`src/rtl/regfile_pkg.sv`:
```
// Shared types and sizing helpers for the multi-port register file.
package regfile_pkg;

  localparam int DEFAULT_XLEN  = 32;
  localparam int DEFAULT_NREGS = 32;

  typedef enum logic {
    CLEAR = 1'b0,
    RUN   = 1'b1
  } state_t;

  function automatic int calc_aw(input int nregs);
    return $clog2(nregs);
  endfunction

endpackage

```
`src/rtl/regfile_scoreboard.sv`:
```
// Pending-write scoreboard: one bit per register, set on issue, cleared on writeback.
// Lookups return the post-update view so decode sees this cycle's issue/writeback.
module regfile_scoreboard
  import regfile_pkg::*;
#(
  parameter int NREGS = DEFAULT_NREGS,
  parameter int NRD   = 2,
  parameter int NWR   = 1,
  localparam int AW   = calc_aw(NREGS)
) (
  input  logic              clk,
  input  logic              reset,
  input  logic              set_en,
  input  logic [AW-1:0]     set_addr,
  input  logic [NWR-1:0]    clr_en,
  input  logic [NWR*AW-1:0] clr_addr,
  input  logic [NRD*AW-1:0] look_addr,
  output logic [NRD-1:0]    look_pending
);

  logic [NREGS-1:0] pending_reg;
  logic [NREGS-1:0] pending_next;

  // Set is applied after clears so a new producer outranks a retiring one.
  always_comb begin
    pending_next = pending_reg;
    for (int p = 0; p < NWR; p++) begin
      if (clr_en[p]) begin
        pending_next[clr_addr[p*AW +: AW]] = 1'b0;
      end
    end
    if (set_en) begin
      pending_next[set_addr] = 1'b1;
    end
    pending_next[0] = 1'b0;
  end

  always_ff @(posedge clk) begin
    if (reset) begin
      pending_reg <= '0;
    end else begin
      pending_reg <= pending_next;
    end
  end

  for (genvar gi = 0; gi < NRD; gi++) begin : g_look
    assign look_pending[gi] = pending_next[look_addr[gi*AW +: AW]];
  end

endmodule

```
`src/rtl/regfile_mp.sv`:
```
// Multi-port register file with write-first bypass, hardwired x0,
// pending-write scoreboard and a post-reset clear sequencer.
module regfile_mp
  import regfile_pkg::*;
#(
  parameter int              XLEN        = DEFAULT_XLEN,
  parameter int              NREGS       = DEFAULT_NREGS,
  parameter int              NRD         = 2,
  parameter int              NWR         = 1,
  parameter logic [XLEN-1:0] RESET_VALUE = '0,
  localparam int             AW          = calc_aw(NREGS)
) (
  input  logic                clk,
  input  logic                reset,
  input  logic [NRD*AW-1:0]   rd_addr,
  output logic [NRD*XLEN-1:0] rd_data,
  output logic [NRD-1:0]      rd_pending,
  input  logic [NWR-1:0]      wr_en,
  input  logic [NWR*AW-1:0]   wr_addr,
  input  logic [NWR*XLEN-1:0] wr_data,
  input  logic                iss_valid,
  input  logic [AW-1:0]       iss_addr,
  output logic                busy
);

  state_t               state_reg;
  logic [AW-1:0]        idx_reg;
  logic [XLEN-1:0]      mem [NREGS];
  logic [NRD*XLEN-1:0]  rd_data_reg;
  logic [NRD*XLEN-1:0]  rd_data_next;
  logic [NRD-1:0]       rd_pending_reg;
  logic [NRD-1:0]       look_pending;
  logic                 run;
  logic [NWR-1:0]       wr_en_run;
  logic                 iss_set;

  assign run       = (state_reg == RUN);
  assign wr_en_run = run ? wr_en : '0;
  assign iss_set   = run && iss_valid && (iss_addr != '0);
  assign busy      = ~run;

  // Clear sequencer: walks idx 1..NREGS-1, then hands over to RUN.
  always_ff @(posedge clk) begin
    if (reset) begin
      state_reg <= CLEAR;
      idx_reg   <= AW'(1);
    end else if (state_reg == CLEAR) begin
      idx_reg <= idx_reg + AW'(1);
      if (idx_reg == AW'(NREGS - 1)) begin
        state_reg <= RUN;
      end
    end
  end

  // Ascending port order makes the highest-index port the last (winning) write.
  always_ff @(posedge clk) begin
    if (!reset) begin
      if (state_reg == CLEAR) begin
        mem[idx_reg] <= RESET_VALUE;
      end else begin
        for (int p = 0; p < NWR; p++) begin
          if (wr_en[p] && (wr_addr[p*AW +: AW] != '0)) begin
            mem[wr_addr[p*AW +: AW]] <= wr_data[p*XLEN +: XLEN];
          end
        end
      end
    end
  end

  for (genvar gi = 0; gi < NRD; gi++) begin : g_rd
    logic [AW-1:0]   addr;
    logic            byp_hit;
    logic [XLEN-1:0] byp_data;

    assign addr = rd_addr[gi*AW +: AW];

    always_comb begin
      byp_hit  = 1'b0;
      byp_data = '0;
      for (int p = 0; p < NWR; p++) begin
        if (wr_en[p] && (wr_addr[p*AW +: AW] == addr)) begin
          byp_hit  = 1'b1;
          byp_data = wr_data[p*XLEN +: XLEN];
        end
      end
    end

    assign rd_data_next[gi*XLEN +: XLEN] = (addr == '0) ? '0 :
                                           byp_hit      ? byp_data :
                                                          mem[addr];
  end

  always_ff @(posedge clk) begin
    if (reset || (state_reg == CLEAR)) begin
      rd_data_reg    <= '0;
      rd_pending_reg <= '0;
    end else begin
      rd_data_reg    <= rd_data_next;
      rd_pending_reg <= look_pending;
    end
  end

  assign rd_data    = rd_data_reg;
  assign rd_pending = rd_pending_reg;

  regfile_scoreboard #(
    .NREGS (NREGS),
    .NRD   (NRD),
    .NWR   (NWR)
  ) u_scoreboard (
    .clk          (clk),
    .reset        (reset),
    .set_en       (iss_set),
    .set_addr     (iss_addr),
    .clr_en       (wr_en_run),
    .clr_addr     (wr_addr),
    .look_addr    (rd_addr),
    .look_pending (look_pending)
  );

endmodule

```
`config.mk`:
```
export PLATFORM = sky130hd
export DESIGN_NAME = regfile_mp
export DESIGN_NICKNAME = d
export VERILOG_FILES = /design/src/rtl/regfile_pkg.sv /design/src/rtl/regfile_scoreboard.sv /design/src/rtl/regfile_mp.sv
export SDC_FILE = /design/constraint.sdc
export NUM_CORES = 2
export LEC_CHECK = 0
export CORE_MARGIN = 1
export CORE_UTILIZATION = 47
export DETAILED_ROUTE_END_ITERATION = 8
export GPL_TIMING_DRIVEN = 0
export PLACE_DENSITY = 0.59
export SYNTH_ARGS = -nofsm -noshare
export SYNTH_HDL_FRONTEND = slang
export SYNTH_SLANG_ARGS = --single-unit
```
`constraint.sdc`:
```
create_clock -name clk -period 6.85 [get_ports clk]
set_input_delay 1.37 -clock clk [delete_from_list [all_inputs] [get_ports clk]]
set_output_delay 1.37 -clock clk [all_outputs]
set_load 0.01 [all_outputs]
```
# Word level (Yosys, flattened, before mapping)

Memory sizes are Yosys's and may differ from the RTL's. A register that Yosys moved wholly into a read port is not among the register bits.
Index checks and enable logic that the tools add are counted.

Register bits after elaboration: 40
Latch bits: 0
Bits in writable memories: 1024
Memory bits (read-only): 0
Input port bits: 56
Logic and storage cells: 54
Memories kept: 1

$add $sub $neg: 1
Multiply operators: 0
Div/mod/pow operators: 0
$lt $le $gt $ge: 6
Eq/ne operators: 1
Shift-type cells: 0
Muxes and demuxes: 23
Bitwise gates (word level): 4
Reductions and logical operators: 13

Memory list:

| name | depth | width | read ports | clocked after Yosys merged registers in | write ports | RTL line         | RTL |
|---|---|---|---|---|---|---|---|
| mem  | 32    | 32    | 2          | 2                                       | 1           | regfile_mp.sv:28 | `logic [XLEN-1:0] mem [NREGS];` |

Operators with widths:

| operator            | count |
|---|---|
| $mux 32             | 3 |
| $and 32x32->32      | 1 |
| $not 32->32         | 1 |
| $or 32x32->32       | 1 |
| $reduce_or 32->1    | 1 |
| $lt 5x6->1 const B  | 4 |
| $mux 1              | 15 |
| $bmux 1 s5          | 2 |
| $demux 1 s5         | 2 |
| $ge 5x1->1 const B  | 2 |
| $logic_not 5->1     | 2 |
| $reduce_bool 5->1   | 2 |
| $add 5x1->5 const B | 1 |
| $eq 5x5->1 const B  | 1 |
| $logic_and 1x1->1   | 5 |
| $mux 5              | 1 |
| $reduce_or 2->1     | 2 |
| $logic_or 1x1->1    | 1 |
| $not 1->1           | 1 |

# Longest topological paths before layout

Depth in word-level cells: 11
Mapped depth: 11

# Cells and area by module

A second synthesis with hierarchy kept.

Cell total of the unflattened synthesis: 2659
Area total of the unflattened synthesis: 52325.2 um^2

By module, submodules not included:

| module             | times used | cells an instance | area each (um^2) | sequential area each (um^2) |
|---|---|---|---|---|
| regfile_mp         | 1          | 2421              | 50349.5          | 32190.9 |
| regfile_scoreboard | 1          | 238               | 1975.6           | 620.6 |

# Worst setup path before layout

OpenSTA, ideal clock, no wires.

Path kind: input to register
From: in wr_addr[3]
To: mem mem[24][0] in the netlist's numbering (enable)
Arrival: 4.409 ns
Data required time: 6.429 ns
Path slack: 2.019 ns
Stages on the path: 6
Buffers on the path: 1
Cell sequence: buf_4 or3_4 o31ai_2 a22oi_1 or3_1 nor2_1

Cells in the longest elaborated chain, start to end: 8
Elaborated cells between the ends (all ways): 9
Classes of those cells: mux: 6; reduce/logical: 3

RTL lines:

| item                                                     | RTL line         | RTL |
|---|---|---|
| start: declaration                                       | regfile_mp.sv:19 | `input logic [NWR*AW-1:0] wr_addr,` |
| $reduce_bool 5->1                                        | regfile_mp.sv:62 | `if (wr_en[p] && (wr_addr[p*AW +: AW] != '0)) begin` |
| $logic_and 1x1->1                                        | regfile_mp.sv:62 |  |
| $mux 1                                                   | regfile_mp.sv:62 |  |
| $mux 1                                                   | regfile_mp.sv:58 | `if (state_reg == CLEAR) begin` |
| $mux 1                                                   | regfile_mp.sv:57 | `if (!reset) begin` |
| $mux 1 (implied by the code)                             | regfile_mp.sv:63 | `mem[wr_addr[p*AW +: AW]] <= wr_data[p*XLEN +: XLEN];` |
| $reduce_or 32->1 (no source line)                        | n/a              |  |
| $mux 5 (no source line) / $mux 1 (equally long branches) | n/a              |  |
| end: declaration                                         | regfile_mp.sv:28 |  |

Parallel ways exist; a longest one is shown, timed or not.

# Final worst setup path

From: in rd_addr[1]
To: reg rd_data_reg[21] (netlist: rd_data[21]), read port of mem

Cells in the longest elaborated chain, start to end: 2

RTL lines:

| item                             | RTL line         | RTL |
|---|---|---|
| start: declaration               | regfile_mp.sv:15 | `input logic [NRD*AW-1:0] rd_addr,` |
| $logic_not 5->1                  | regfile_mp.sv:88 | `assign rd_data_next[gi*XLEN +: XLEN] = (addr == '0) ? '0 :` |
| $reduce_or 2->1 (no source line) | n/a              |  |
| end: declaration                 | regfile_mp.sv:29 | `logic [NRD*XLEN-1:0] rd_data_reg;` |

Parallel ways exist; a longest one is shown, timed or not.
A chain may end at the register's enable or synchronous reset.

==> flow_metrics.py <==
metrics = {
    "sta": {
        "fmax_ghz": 0.169,
        "finalCriticalPeriod_ns": 5.92,
        "timing_hold_violations_final": 0,
        "finClkSkew_ns": 0.0306,
        "rsz0062_at_grt": "no",
        "maxSlewHeadroom_pct": 0.289,
        "tightestPinTransition_ns": 1.50,
        "slew_violations": 0,
        "fin_crit_sh_pct": 86.4,
        "setup_viol": 0,
        "finalSetupTns_ns": 0,
    },
    "global_routing": {
        "grt_pass1_wl_microns": 258000,
        "grt_pass1_vias": 32200,
        "grt_max_degree": 35,
        "grt_usage_pct": 34.1,
        "antenna_found_initial": 6,
        "grt_overflow": 0,
    },
    "pwr": {
        "power_uw": 15300,
        "max-vdd-ir-drop_uv": 218,
        "powerDensity_nw_per_um2": 255,
        "p_leak_uw": 0.0173,
    },
    "floorplan": {
        "start_util_pct": 47.7,
        "design.core.area_sq_um": 109000,
        "fp.dieW_microns": 335,
        "ioPinCount": 123,
        "fp.dieArea_sq_um": 112000,
        "num_rows": 121,
        "die_h_microns": 335,
    },
    "synthesis": {
        "synth_area_per_cell_sq_um": 18.4,
        "synthArstFlopShare_pct": 0,
        "yosysSeqAreaShare_pct": 63.0,
        "ys_seq_elements": 1127,
        "synth-edff-count": 1024,
        "ys_types": 69,
        "synth_flop_cell": "edfxtp_1",
        "netlist_instances": 2833,
        "yosysWarnings": 0,
        "synth_nets": 2891,
        "syn_area_sq_um": 52100,
    },
    "drt": {
        "firstDrtPassIters": 6,
        "drc": 0,
        "wl_microns": 189000,
        "detail_route.wl_per_cell_microns": 40.3,
        "dr.first_iter.drc_count": 4675,
        "ant_nets": 0,
        "via_per_inst": 6.92,
        "vias": 32400,
    },
    "layout": {
        "drive_gt1_share_pct": 27.9,
        "synthToLayoutAreaGrowth_pct": 15.5,
        "largest_reg_flops": 1024,
        "design_area_sq_um": 60200,
        "fin_nets": 3161,
        "final_cells": 4689,
    },
    "cts": {
        "htree_levels": 3,
        "cts-buffers-inserted": 119,
        "clock-sinks": 1127,
        "cts_setup_buffers": 0,
        "postCtsHoldBufs": 0,
        "cts.reportedPaths.clkPinSlew_ns": 0.06,
        "clock_latency_ns": 0.73,
        "root_buffer": "clkbuf_16",
        "clk_path_buf_depth": 3,
        "tritoncts": "yes",
        "cts_resized": 0,
    },
    "worst_setup_path": {
        "crit_type": "in -> reg",
        "cp_max_fo": 10,
        "critPathLaunchType": "input port",
        "cp.arrival_ns": 6.43,
        "crit_path_end_kind": "flop",
        "worst_ep_required_time_ns": 7.35,
    },
    "run": {
        "cap_viol_max_count": 1,
    },
    "outcome": {
        "outcome": "finished with violations",
        "failed_checks": "capacitance limit",
    },
    "min_path": {
        "hold_path_class": "reg -> reg",
    },
    "placed_design": {
        "place_inst": 4457,
        "hpwlAfterDp_microns": 132000,
        "portBuffers": 111,
        "dpl_cell_area_sq_um": 56100,
        "place_congestion": 0.916,
    },
}
cells in the final DEF, fill, tap and decap left out, types with 62 or more instances in the layout:
| cell type | synthesis | routed |
|---|---|---|
| edfxtp_1 | 1024 | 1024 |
| mux4_2 | 533 | 533 |
| nor2_1 | 245 | 213 |
| mux2i_1 | 183 | 183 |
| clkbuf_1 | 109 | 133 |
| clkbuf_16 | 0 | 130 |
| clkdlybuf4s50_1 | 0 | 111 |
| dfxtp_1 | 103 | 103 |
| o22ai_1 | 66 | 66 |
| buf_1 | 74 | 62 |
cell usage after synthesis (5+ instances only):
master    number  area share, %
nand2_1       46           0.33
buf_2         22           0.21
mux4_2       533             23
a221o_1       12           0.23
o21ai_0       41           0.39
dfxtp_1      103            4.0
and2_1        38           0.46
o22ai_1       66           0.79
a22oi_1        5          0.072
a211oi_2      15           0.36
nor2b_1       45           0.54
buf_1         74           0.53
mux2_2        24           0.52
o21a_1        14           0.20
mux2i_1      183            3.5
clkbuf_1     109           0.79
o21ai_1        8          0.077
a211oi_1      38           0.55
nor2_1       245            1.8
nand3b_1       6          0.086
edfxtp_1    1024             59
buf_6         10           0.22
nand3_1       21           0.20
inv_1         11          0.079
a221oi_1      25           0.42
a21oi_1       21           0.20
nand2b_1       6          0.072
xnor2_1        5          0.084
nor3_1        10          0.096
final timing paths:
kind | startpoint | end | slack, ns | cells after the start
min reg2reg | u_scoreboard.pending_reg[12] | u_scoreboard.pending_reg[12] | 0.53 | 2
max | rd_addr[1] | rd_data[21] | 0.93 | 9
min | u_scoreboard.pending_reg[12] | u_scoreboard.pending_reg[12] | 0.53 | 2
max reg2reg | run | rd_data[6] | 3.01 | 9
layer usage:
metal  up-vias  track usage, %  share of wire [%]
li1      12500               -                  -
met1     17300            46.3                 38
met2      2255            51.4                 46
met3       454            9.30                 12
met4         0            15.4                5.0
met5         -               0                  0
cells by family (layout without fill, tap and decap cells):
group | count (synthesis) | in the layout | share of synthesized area (%)
xor+xnor | 6 | 6 | 0.101
buf+inv | 230 | 602 | 1.87
flops | 1127 | 1127 | 63.0
fa+ha+maj | 2 | 2 | 0.0480
compound gates | 274 | 274 | 3.77
simple gates | 453 | 453 | 4.10
mux | 741 | 741 | 27.1
other cells | 0 | 8 | 0
worst max-delay path, stage by stage:
cell      delay [ns]
buf_1           0.83
clkbuf_1        0.83
buf_1           0.91
buf_1           1.14
mux4_2          0.44
mux2i_1         0.39
a211oi_1        0.16
mux2i_1         0.20
nor2_1          0.12
metrics by stage:
step	utilization [%]	hold WS, ns	setup WS [ns]
detailed placement	51.3	0.517	0.431
CTS	55.0	0.524	1.15
global placement	50.4	0.487	-0.738
finish	55.1	0.527	0.930
floorplan	-	0.469	2.02
global route	55.0	0.542	1.05
layout make-up:
cell class                 instances  area (sq um)
clock buffer                     163          3450
clock inverter                    60           591
sequential                      1127         32800
antenna                            8          20.0
multi-input combinational       1476         18600
timing repair buffer             149          1920
inverter                          12          45.0
fill                            8496         49100
tap                             1476          1850
buffer                           218           947
where the power goes:
group          internal, uW  switching, uW
Clock                  3920           2770
Sequential             7470           28.8
Combinational           422            736
(Power assumes the default switching activity.)
